`src/rtl/spi_ram_arbiter.sv`:
```
// Two-requester round-robin arbiter driving a serial SPI RAM with 64-bit mode-0 frames (optional init frame: SPIRAM_ARB_INIT_EN).
// Latency: grant-to-ack = 128*CLK_DIV clk cycles, then GAP_CYC cycles of cs_n high before the next grant.
// Backpressure: requesters hold req until their one-cycle ack; no grant is made while a frame or gap is running.
module spi_ram_arbiter #(
    parameter int CLK_DIV = 2,
    parameter int GAP_CYC = 4
) (
    input  logic        clk,
    input  logic        reset,
    input  logic        m0_req,
    input  logic        m0_we,
    input  logic [23:0] m0_addr,
    input  logic [31:0] m0_wdata,
    output logic        m0_ack,
    input  logic        m1_req,
    input  logic        m1_we,
    input  logic [23:0] m1_addr,
    input  logic [31:0] m1_wdata,
    output logic        m1_ack,
    output logic [31:0] rdata,
    output logic        busy,
    output logic        spi_cs_n_ram,
    output logic        spi_clk_ram,
    output logic        spi_mosi_ram,
    input  logic        spi_miso_ram
);

`ifdef SPIRAM_ARB_INIT_EN
    localparam logic [1:0] ST_INIT  = 2'd0;
`endif
    localparam logic [1:0] ST_IDLE  = 2'd1;
    localparam logic [1:0] ST_SHIFT = 2'd2;
    localparam logic [1:0] ST_GAP   = 2'd3;
`ifdef SPIRAM_ARB_INIT_EN
    localparam logic [1:0] ST_RESET = ST_INIT;
`else
    localparam logic [1:0] ST_RESET = ST_IDLE;
`endif

    localparam logic [3:0] DIV_LAST = 4'(CLK_DIV - 1);
    localparam logic [3:0] GAP_LAST = 4'(GAP_CYC - 1);

    logic [1:0]  state;
    logic [3:0]  div_cnt;
    logic [3:0]  gap_cnt;
    logic [5:0]  bit_cnt;
    logic [5:0]  last_bit;
    logic [63:0] tx_sr;
    logic [31:0] rx_sr;
    logic        cur_we;
    logic        cur_m1;
    logic        last_m1;
    logic        init_frame;
    logic        cs_n_q;
    logic        sclk_q;
    logic        ack0_q;
    logic        ack1_q;
    logic [31:0] rdata_q;

    logic        pick_m1;
    logic        g_we;
    logic [23:0] g_addr;
    logic [31:0] g_wdata;

    // Data bytes travel little-endian: word[7:0] first on the wire.
    function automatic logic [31:0] swap_bytes(input logic [31:0] w);
        return {w[7:0], w[15:8], w[23:16], w[31:24]};
    endfunction

    always_comb begin
        pick_m1 = m1_req && (!m0_req || !last_m1);
        g_we    = pick_m1 ? m1_we    : m0_we;
        g_addr  = pick_m1 ? m1_addr  : m0_addr;
        g_wdata = pick_m1 ? m1_wdata : m0_wdata;
    end

    always_ff @(posedge clk or posedge reset) begin
        if (reset) begin
            state      <= ST_RESET;
            div_cnt    <= '0;
            gap_cnt    <= '0;
            bit_cnt    <= '0;
            last_bit   <= '0;
            tx_sr      <= '0;
            rx_sr      <= '0;
            cur_we     <= 1'b0;
            cur_m1     <= 1'b0;
            last_m1    <= 1'b1;
            init_frame <= 1'b0;
            cs_n_q     <= 1'b1;
            sclk_q     <= 1'b0;
            ack0_q     <= 1'b0;
            ack1_q     <= 1'b0;
            rdata_q    <= '0;
        end else begin
            ack0_q <= 1'b0;
            ack1_q <= 1'b0;
            case (state)
`ifdef SPIRAM_ARB_INIT_EN
                ST_INIT: begin
                    cs_n_q     <= 1'b0;
                    tx_sr      <= {16'h0140, 48'h0};
                    last_bit   <= 6'd15;
                    init_frame <= 1'b1;
                    bit_cnt    <= '0;
                    div_cnt    <= '0;
                    state      <= ST_SHIFT;
                end
`endif
                ST_IDLE: begin
                    if (m0_req || m1_req) begin
                        cs_n_q     <= 1'b0;
                        tx_sr      <= {g_we ? 8'h02 : 8'h03, g_addr,
                                       g_we ? swap_bytes(g_wdata) : 32'h0};
                        cur_we     <= g_we;
                        cur_m1     <= pick_m1;
                        last_m1    <= pick_m1;
                        last_bit   <= 6'd63;
                        init_frame <= 1'b0;
                        bit_cnt    <= '0;
                        div_cnt    <= '0;
                        state      <= ST_SHIFT;
                    end
                end
                ST_SHIFT: begin
                    if (div_cnt == DIV_LAST) begin
                        div_cnt <= '0;
                        if (!sclk_q) begin
                            sclk_q <= 1'b1;
                            rx_sr  <= {rx_sr[30:0], spi_miso_ram};
                        end else begin
                            // Falling SCLK edge: advance MOSI, or close the frame after the last bit.
                            sclk_q <= 1'b0;
                            tx_sr  <= {tx_sr[62:0], 1'b0};
                            if (bit_cnt == last_bit) begin
                                cs_n_q  <= 1'b1;
                                gap_cnt <= '0;
                                state   <= ST_GAP;
                                if (!init_frame) begin
                                    ack0_q <= !cur_m1;
                                    ack1_q <= cur_m1;
                                    if (!cur_we) rdata_q <= swap_bytes(rx_sr);
                                end
                            end else begin
                                bit_cnt <= bit_cnt + 6'd1;
                            end
                        end
                    end else begin
                        div_cnt <= div_cnt + 4'd1;
                    end
                end
                ST_GAP: begin
                    if (gap_cnt == GAP_LAST) state <= ST_IDLE;
                    else gap_cnt <= gap_cnt + 4'd1;
                end
                default: state <= ST_IDLE;
            endcase
        end
    end

    assign m0_ack       = ack0_q;
    assign m1_ack       = ack1_q;
    assign rdata        = rdata_q;
    assign busy         = (state != ST_IDLE);
    assign spi_cs_n_ram = cs_n_q;
    assign spi_clk_ram  = sclk_q;
    assign spi_mosi_ram = tx_sr[63];

endmodule
```
`config.mk`:
```
export PLATFORM = sky130hd
export DESIGN_NAME = spi_ram_arbiter
export DESIGN_NICKNAME = d
export VERILOG_FILES = /design/src/rtl/spi_ram_arbiter.sv
export SDC_FILE = /design/constraint.sdc
export NUM_CORES = 1
export LEC_CHECK = 0
export ABC_AREA = 1
export BUFFER_PORTS_ARGS = -buffer_cell sky130_fd_sc_hd__buf_4
export CAP_MARGIN = 40
export CORE_ASPECT_RATIO = 0.6
export CORE_MARGIN = 1.5
export CORE_UTILIZATION = 30
export DETAILED_ROUTE_END_ITERATION = 6
export SKIP_CTS_REPAIR_TIMING = 1
export SLEW_MARGIN = 20
export SYNTH_ARGS = -nofsm -noshare
export SYNTH_HDL_FRONTEND = slang
export SYNTH_SLANG_ARGS = --single-unit
```
`constraint.sdc`:
```
create_clock -name clk -period 5 [get_ports clk]
set_input_delay 0.75 -clock clk [delete_from_list [all_inputs] [get_ports clk]]
set_output_delay 0.75 -clock clk [all_outputs]
set_load 0.05 [all_outputs]
```
* Word level (Yosys, flattened, before mapping)
Cells that the tools add are included.
** Operators by class
- $lt $le $gt $ge :: 0
- Shift operators :: 0
- $add $sub $neg :: 3
- Multipliers :: 0
- Reductions and logical operators :: 18
- Equality and inequality tests :: 14
- Divide/modulo/power cells :: 0
- Bitwise gates (word level) :: 2
- Muxes and demuxes :: 42
** Operators with widths (count)
- 2-to-1 mux 64 bit :: 3
- case mux 64 bit (2 select lines) :: 1
- 2-to-1 mux 32 bit :: 2
- AND reduction 5 bit :: 5
- 2-to-1 mux 24 bit :: 1
- 2-to-1 mux 4 bit :: 6
- 2-to-1 mux 6 bit :: 4
- case mux 4 bit (2 select lines) :: 2
- 2-to-1 mux 1 bit :: 15
- inequality test 2 bit (second input constant) :: 7
- case mux 6 bit (2 select lines) :: 1
- 2-to-1 mux 2 bit :: 5
- adder 4 x 1 -> 4 bit (second input constant) :: 2
- adder 6 x 1 -> 6 bit (second input constant) :: 1
- == test 6 bit :: 1
- case mux 2 bit (3 select lines) :: 1
- AND reduction 2 bit :: 3
- == test 2 bit (second input constant) :: 2
- == test 4 x 1 -> 1 bit (second input constant) :: 1
- == test 4 x 2 -> 1 bit (second input constant) :: 1
- AND reduction 4 bit :: 1
- nonzero test 2 bit :: 2
- logical NOT 1 bit :: 3
- AND reduction 3 bit :: 1
- other kinds (6) :: 8
** Storage, ports and cells
- Bits in registers :: 152
- Word-level logic and storage cells :: 94
- Memories kept :: 0
- ROM bits :: 0
- Bits in latches :: 0
- Memory bits (writable) :: 0

* Depth between registers and ports, before layout
Gate-level depths: netlist (run 1).
- Word-level depth :: 7
- Mapped depth :: 11

* Least setup slack after synthesis (run 1)
No wires, ideal clock.
- Kind :: reg2reg
- Start point :: register state[0]
- End point :: register tx_sr[33]
- Data required time :: 4.876 ns
- Cell stages (with the launch flop) :: 11
- Library setup time :: 0.124 ns
- Data arrival time :: 1.637 ns
- Clock period less this slack :: 1.761 ns
- Slack :: 3.239 ns
- Path through :: dfstp_2 > inv_1 > ha_1 > buf_4 > inv_2 > nand2_2 > a21oi_4 > inv_1 > clkbuf_1 > nand2_1 > nand2_1
** On the way
- Longest elaborated chain between the ends :: 3
** Ends and longest elaborated chain
- from (decl) :: RTL line 43 : logic [1:0] state;
- from (signal assigned) :: RTL line 79 : state <= ST_RESET;
- from (signal assigned) :: RTL line 122 : state <= ST_SHIFT;
- from (signal assigned) :: RTL line 138 : state <= ST_GAP;
- == test 2 bit / == test 2 x 1 -> 1 bit (equally long branches) :: RTL line 98 : case (state)
- inequality test 2 bit (no line) / nonzero test 2 bit (equally long branches)
- AND reduction 4 bit (no line)
- to (signal assigned) :: RTL line 113 : tx_sr <= {g_we ? 8'h02 : 8'h03, g_addr,
- to (signal assigned) :: RTL line 134 : tx_sr <= {tx_sr[62:0], 1'b0};
- to (decl) :: RTL line 48 : logic [63:0] tx_sr;
Parallel ways exist; a longest one is shown, timed or not.
A chain may end at the register's enable or synchronous reset.

* Worst setup path in the final report (run 1)
- Start point :: register state[0]
- End point :: register bit_cnt[2]
** On the way
- Longest elaborated chain between the ends :: 3
** Ends and longest elaborated chain
- == test 2 bit / == test 2 x 1 -> 1 bit (equally long branches) :: RTL line 98
- inequality test 2 bit (no line) / nonzero test 2 bit (equally long branches)
- AND reduction 5 bit (no line)
- to (signal assigned) :: RTL line 145 : bit_cnt <= bit_cnt + 6'd1;
- to (decl) :: RTL line 46 : logic [5:0] bit_cnt;
Parallel ways exist; a longest one is shown, timed or not.

==> key figures, run 1 <==
Job
  – Max-cap viol count: 0

Timing
  – Aggregate negative setup slack: 0 ns
  – Max-slew headroom at the worst pin: 52.9%
  – Share of the clock period used by the worst path: 52.4%
  – Max Clock Freq: 0.382 GHz
  – Final number of hold-violating endpoints: 0
  – Unrepaired setup endpoints after global routing: false
  – # setup viols final: 0
  – Fin crit period: 2.62 ns
  – Clk_skew: roughly 0.012 ns
  – Slew at the pin closest to its max-slew limit: 0.706 ns
  – Pins over their slew limit: 0

Placement
  – Count of input and output buffers: 156
  – Final weighted congestion in routability-driven placement: roughly 0.76
  – Half-perimeter wire length after placement: 12.4 mm

Critical path
  – Launching element type of the critical path: register
  – Worst path arrival time: 2.92 ns
  – Kind of capture point of the worst setup path: register
  – Maximum fanout count along the critical path: 81
  – Worst path required time: 5.30 ns
  – Kind of critical path: reg -> reg
  – Slowest Stage Delay on Critical Path: 0.56 ns
  – Critical-path cell with the highest stage delay: sky130_fd_sc_hd__dfstp_2
  – Most used cell along the critical path: sky130_fd_sc_hd__nand2_1
  – Critical path, cell by cell: inv_1, ha_2, buf_16, nand2_1, nand2_1, a21oi_4, buf_4, buf_16, nand2_1, nand2_1, nand2_1

Clock tree
  – CTS Buf Count: 17
  – H-tree lvl count: 4
  – CTS Root Cell: sky130_fd_sc_hd__clkbuf_16
  – Skew-Pair Late Insertion Delay: 0.42 ns
  – CTS tree: yes
  – Sinks on the clock net: 152
  – CTS max path bufs: 2
  – Clk pin slew, worst setup/hold paths: roughly 0.06 ns

Synthesis
  – FF+latch count, synth: 152
  – Mapped Area: 0.00754 mm²
  – Cell types with the largest area share after synthesis: sky130_fd_sc_hd__dfrtp_1 49%, sky130_fd_sc_hd__nand2_1 20%, sky130_fd_sc_hd__nor2_1 7.3%
  – Number of enable-type register cells in the synthesized netlist: 0
  – Proportion of synthesized chip area in sequential cells: about half
  – Most area-hungry cell type in the Yosys netlist: sky130_fd_sc_hd__dfrtp_1
  – Dominant register cell in the synthesized netlist: sky130_fd_sc_hd__dfrtp_1
  – Total number of yosys warnings: 0
  – Synth Net Count: 1142
  – Synth Instances: 1016
  – Distinct cells, synth: 29
  – Post-synthesis average cell area: 7.42 µm²
  – Async S/R FF share, synth: 100%
  – Fraction of post-synthesis cell area in the top cell type by area: 49.4%

Power
  – Worst vdd rail ir drop: about 0.33 mV
  – Pwr per Cell Area: around 500 mW/mm²
  – Leakage power total: around 0.0048 µW

Layout
  – Synth-to-Final Area Change: 26.5%
  – Final Net Count: 1276
  – Number of antenna repair diodes: 0
  – Util after Layout: 39.0%
  – Share of cells above drive strength 1: 18.5%

Global routing
  – Global-route wire length before repair: 31.3 mm
  – Maximum number of pins on one net before global-route repair: between 80 and 90
  – GRT Resource Usage Total: about 15%
  – Leftover overflow at the end of global routing: 0
  – Via count of the first global-routing pass: 6449
  – Antenna violations before repair: 0

Die
  – Core region area: 0.0244 mm²
  – Total Die Area: 0.0261 mm²
  – DIE WIDTH: 208 µm
  – Chip height: 126 µm
  – Floorplan row count: 44
  – Starting Density: roughly 30%
  – # IOs: 157

Drt
  – Number of DRC violations after detailed routing: 0
  – Final wirelength: 18.0 mm
  – Vias after detailed routing: 6484
  – Routed length per instance: 12.1 µm
  – Via density per instance: 4.37
  – Number of antenna-violating nets in the routed design: 0
  – Total iterations of the first detailed-routing run: 5
  – Iteration-0 DRC count of the detailed router: 411

Hold path
  – Type of the worst min-delay path: in -> async

Outcome
  – Status: finished, final reports clean
cell type report:
type | count | area [µm²]
well taps | 322 | 403
multi-input cells | 720 | 3100
flip-flops and latches | 152 | 3810
fillers | 2560 | 14900
clock buffers | 18 | 439
clock inverters | 14 | 138
repair buffers | 168 | 1310
inverters | 91 | 347
synthesized netlist by cell type, drive strengths merged, types with 6 or more instances:
cell type and n:
nand2 399, o21ai 72, clkbuf 10, dfrtp 149, ha 7, nand3 49
nor2 148, inv 91, o211ai 24, a21oi 8, buf 43, nand4 6
per-stage QoR:
step | hold slack [ns] | cell area (µm²) | total power, µW | worst slack [ns] | std cells
global route | 0.456 | 9540 | 5210 | 2.13 | 1485
detailed placement | 0.464 | 8960 | 3560 | 2.37 | 1453
floorplan | 0.423 | 7540 | 3140 | 0.162 | 1016
finish | 0.413 | 9540 | 4780 | 2.38 | 1485
global placement | 0.460 | 8890 | 3450 | 1.90 | 1450
CTS | 0.425 | 9540 | 4840 | 2.36 | 1485
placed cells by master, fill, tap and decap left out, types with 2 or more instances in the layout:
| master | count |
|---|---|
| sky130_fd_sc_hd__inv_2 | 2 |
| sky130_fd_sc_hd__nor2_1 | 147 |
| sky130_fd_sc_hd__nand4_1 | 6 |
| sky130_fd_sc_hd__nand2_2 | 2 |
| sky130_fd_sc_hd__nand3_2 | 3 |
| sky130_fd_sc_hd__buf_16 | 2 |
| sky130_fd_sc_hd__ha_1 | 6 |
| sky130_fd_sc_hd__nand2_1 | 397 |
| sky130_fd_sc_hd__clkinvlp_4 | 4 |
| sky130_fd_sc_hd__clkinv_4 | 2 |
| sky130_fd_sc_hd__o21ai_0 | 24 |
| sky130_fd_sc_hd__o211ai_1 | 24 |
| sky130_fd_sc_hd__dfrtp_1 | 149 |
| sky130_fd_sc_hd__xor2_1 | 2 |
| sky130_fd_sc_hd__nand3_1 | 46 |
| sky130_fd_sc_hd__inv_6 | 6 |
| sky130_fd_sc_hd__a21oi_1 | 7 |
| sky130_fd_sc_hd__dfstp_2 | 3 |
| sky130_fd_sc_hd__o21ai_1 | 47 |
| sky130_fd_sc_hd__clkbuf_16 | 17 |
| sky130_fd_sc_hd__buf_4 | 165 |
| sky130_fd_sc_hd__inv_1 | 88 |
layer usage:
layer | routed length (µm) | up-vias | track usage, %
met5 | 0 | - | 0
met4 | 178 | 0 | 4.12
met3 | 482 | 12 | 2.59
met2 | 7660 | 81 | 21.9
met1 | 9700 | 2974 | 21.4
li1 | - | 3417 | -
final timing paths:
kind | slack [ns] | endpoint | cells after the start | start
min in group clk | 0.47 | last_m1$_DFFE_PP1P_ | 2 | last_m1$_DFFE_PP1P_
min | 0.41 | rx_sr[9]$_DFFE_PP0P_ | 2 | reset
max in group asynchronous | 3.53 | tx_sr[52]$_DFFE_PP0P_ | 3 | reset
max reg2reg | 2.38 | bit_cnt[2]$_DFFE_PP0P_ | 11 | state[0]$_DFFE_PP1P_
max | 2.38 | bit_cnt[2]$_DFFE_PP0P_ | 11 | state[0]$_DFFE_PP1P_
min reg2reg | 0.47 | last_m1$_DFFE_PP1P_ | 2 | last_m1$_DFFE_PP1P_
worst max-delay path: cells and delay by family (launching register included):
family | cells | cell delay [ns]
buf+inv | 4 | 0.89
flops | 1 | 0.56
simple gates | 5 | 0.55
fa+ha+maj | 1 | 0.35
compound gates | 1 | 0.13
logic make-up after synthesis:
| group | share of synthesized area [%] |
|---|---|
| adders and majority gates | 1.16 |
| muxes | 0.133 |
| AOI/OAI and AO/OA | 7.98 |
| xor gates and xnor gates | 0.232 |
| DFF | 50.5 |
| and+or+nand+nor | 31.4 |
| buffers and inverters | 8.59 |
sequential cells by signal (all words and copies together) (netlist names):
register and cells:
bit_cnt 6, cur_m1 1, cur_we 1, div_cnt 4
gap_cnt 4, last_bit 1, last_m1 1, m0_ack 1
m1_ack 1, rdata 32, rx_sr 32, spi_clk_ram 1
spi_cs_n_ram 1, state 2, tx_sr 64
where the power goes:
part	leakage, µW	total (µW)	switching (µW)	internal [µW]
Sequential	0.00197	1740	180	1560
Combinational	0.00260	1770	1140	629
Clock	0.000272	1260	551	710
(Power assumes the default switching activity.)
==> inputs of run 2 (changes only) <==
clock period = 2.7 ns   (was 5 ns; I/O delays follow)
==> run 2 against run 1 <==
Fmax increased by 21%. Cell area increased by 0.10%. Worst hold slack got worse by 0.30 ns. Combinational power increased by 82%. Critical path type unchanged. Via count decreased by 0.28%. Largest power group is now sequential cells.
==> key figures, run 2 (synthesis results as in run 1) <==
Drt
  – Number of DRC violations after detailed routing: 0 (unchanged)
  – Iteration-0 DRC count of the detailed router: 501 (was 411)
  – Final wirelength: 17.9 mm (was 18.0 mm)
  – Vias after detailed routing: 6466 (was 6484)
  – Routed length per instance: 12.1 µm (about the same)
  – Number of antenna-violating nets in the routed design: 0 (unchanged)
  – Total iterations of the first detailed-routing run: 5 (unchanged)
  – Via density per instance: 4.36 (was 4.37)

Timing
  – Max Clock Freq: 0.461 GHz (was 0.382 GHz)
  – Share of the clock period used by the worst path: 80.4% (was 52.4%)
  – Aggregate negative setup slack: 0 ns (unchanged)
  – Clk_skew: 0.0106 ns (was 0.0121 ns)
  – Unrepaired setup endpoints after global routing: false (unchanged)
  – # setup viols final: 0 (unchanged)
  – Fin crit period: 2.17 ns (was 2.62 ns)
  – Slew at the pin closest to its max-slew limit: 0.585 ns (was 0.706 ns)
  – Max-slew headroom at the worst pin: 61.0% (was 52.9%)
  – Worst slack on hold paths: 0.114 ns (was 0.413 ns)
  – Final number of hold-violating endpoints: 0 (unchanged)
  – Pins over their slew limit: 0 (unchanged)

Die
  – Core region area: 0.0244 mm² (unchanged)
  – DIE WIDTH: 208 µm (unchanged)
  – Total Die Area: 0.0261 mm² (unchanged)
  – Floorplan row count: 44 (unchanged)
  – Starting Density: 30.9% (unchanged)
  – # IOs: 157 (unchanged)
  – Chip height: 126 µm (unchanged)

Critical path
  – Maximum fanout count along the critical path: 103 (was 81)
  – Number of cell instances on the worst register-to-register path: 9 (was 11)
  – Worst path arrival time: 2.47 ns (was 2.92 ns)
  – Reg2reg start: state[0]$_DFFE_PP1P_ (unchanged)
  – Kind of critical path: reg -> reg (unchanged)
  – Terminus of the critical flop-to-flop path: bit_cnt[5]$_DFFE_PP0P_ (was bit_cnt[2]$_DFFE_PP0P_)
  – Kind of capture point of the worst setup path: register (unchanged)
  – Launching element type of the critical path: register (unchanged)
  – Worst path required time: 3.00 ns (was 5.30 ns)
  – Setup slack, reg-to-reg: 0.53 ns (was 2.38 ns)

Layout
  – Commonest non-fill, non-tap cells in the layout: 397 x sky130_fd_sc_hd__nand2_1, 161 x sky130_fd_sc_hd__buf_4, 149 x sky130_fd_sc_hd__dfrtp_1, 147 x sky130_fd_sc_hd__nor2_1, 88 x sky130_fd_sc_hd__inv_1 (was 397 x sky130_fd_sc_hd__nand2_1, 165 x sky130_fd_sc_hd__buf_4, 149 x sky130_fd_sc_hd__dfrtp_1, 147 x sky130_fd_sc_hd__nor2_1, 88 x sky130_fd_sc_hd__inv_1)
  – Finished layout cell area: 0.00955 mm² (was 0.00954 mm²)
  – Max FFs per register: 64 (unchanged)
  – Util after Layout: 39.1% (was 39.0%)
  – Final Net Count: 1275 (was 1276)
  – Synth-to-Final Area Change: 26.6% (was 26.5%)
  – Register ranked first by flip-flop count: tx_sr (unchanged)
  – Leading cell type in the layout, fill and taps excluded: sky130_fd_sc_hd__nand2_1 (unchanged)
  – Number of antenna repair diodes: 0 (unchanged)
  – Non-filler instance count after layout: 1483 (was 1485)
  – Share of cells above drive strength 1: 18.2% (was 18.5%)

Clock tree
  – CTS tree: yes (unchanged)
  – Sinks on the clock net: 152 (unchanged)
  – Clk pin slew, worst setup/hold paths: 0.06 ns (about the same)
  – CTS Buf Count: 17 (unchanged)
  – H-tree lvl count: 4 (unchanged)
  – Skew-Pair Late Insertion Delay: 0.42 ns (about the same)
  – CTS max path bufs: 2 (unchanged)
  – CTS Root Cell: sky130_fd_sc_hd__clkbuf_16 (unchanged)

Hold path
  – Type of the worst min-delay path: in -> async (unchanged)

Placement
  – Post-place instance area: 0.00898 mm² (was 0.00896 mm²)
  – Placed instance count: 1452 (was 1453)
  – Final weighted congestion in routability-driven placement: 0.799 (was 0.760)
  – Half-perimeter wire length after placement: 12.1 mm (was 12.4 mm)
  – Count of input and output buffers: 156 (unchanged)

Global routing
  – GR met3 Demand/Resource: 3.17% (was 2.59%)
  – Global-route wire length before repair: 30.9 mm (was 31.3 mm)
  – Via count of the first global-routing pass: 6258 (was 6449)
  – Met2 demand-to-capacity share in global routing: 21.4% (was 21.9%)
  – GRT Resource Usage Total: 14.4% (was 14.6%)
  – Antenna violations before repair: 0 (unchanged)
  – Maximum number of pins on one net before global-route repair: 104 (was 82)
  – Highest-utilization routing layer at the global route stage: met2 (unchanged)
  – Met1 global-route usage: 21.3% (was 21.4%)
  – Leftover overflow at the end of global routing: 0 (unchanged)

Outcome
  – Status: finished, final reports clean (unchanged)

Power
  – Worst vdd rail ir drop: 0.581 mV (was 0.331 mV)
  – Leakage power total: 0.00484 µW (was 0.00485 µW)
  – Pwr per Cell Area: 919 mW/mm² (was 501 mW/mm²)

Job
  – Max-cap viol count: 0 (unchanged)
==> run 2: layer usage <==
| metal | wire, µm | part of all wire, % | vias up |
|---|---|---|---|
| met2 | 7590 | 42 | 83 |
| met1 | 9670 | 54 | 2972 |
| met5 | 0 | 0 | - |
| met3 | 487 | 2.7 | 13 |
| met4 | 126 | 0.70 | 0 |
| li1 | - | - | 3398 |
==> run 2: through the flow <==
step | total power, µW | setup slack (ns)
3_3_place_gp | 6420 | 0.580
6_report | 8780 | 0.530
2_1_floorplan | 5810 | 0.381
5_1_grt | 9580 | 0.343
4_1_cts | 8910 | 0.509
3_5_place_dp | 6540 | 0.512
==> run 2: worst max path at each step <==
stage | start | to | slack (ns) | depth (start not counted)
after floorplan | reset | bit_cnt[0]$_DFFE_PP0P_ | 0.38 | 1
after detailed placement | state[0]$_DFFE_PP1P_ | bit_cnt[1]$_DFFE_PP0P_ | 0.51 | 9
final | state[0]$_DFFE_PP1P_ | bit_cnt[5]$_DFFE_PP0P_ | 0.53 | 9
after global routing | state[0]$_DFFE_PP1P_ | bit_cnt[5]$_DFFE_PP0P_ | 0.34 | 9
after CTS | state[0]$_DFFE_PP1P_ | bit_cnt[5]$_DFFE_PP0P_ | 0.51 | 9
after global placement | state[0]$_DFFE_PP1P_ | tx_sr[48]$_DFFE_PP0P_ | 0.58 | 7
==> run 2: final cells by class <==
cell class                      instances  area [µm²]
Tap cell                              322         403
Fill cell                            2597       14900
Inverter                               91         345
Multi-Input combinational cell        720        3100
Sequential cell                       152        3810
Clock buffer                           20         447
Timing Repair Buffer                  167        1320
Clock inverter                         11         126
==> run 2: worst max-delay path, stage by stage (launching register included) <==
cell	delay [ns]
sky130_fd_sc_hd__dfstp_2	0.55
sky130_fd_sc_hd__inv_1	0.05
sky130_fd_sc_hd__ha_2	0.25
sky130_fd_sc_hd__inv_2	0.14
sky130_fd_sc_hd__nand2_2	0.08
sky130_fd_sc_hd__a21oi_4	0.19
sky130_fd_sc_hd__buf_12	0.38
sky130_fd_sc_hd__nand2_1	0.24
sky130_fd_sc_hd__nand2_1	0.12
sky130_fd_sc_hd__nand2_1	0.05
==> run 2: where the power goes <==
group | switching [µW] | internal [µW]
Combinational | 2110 | 1120
Sequential | 328 | 2900
Clock | 940 | 1380
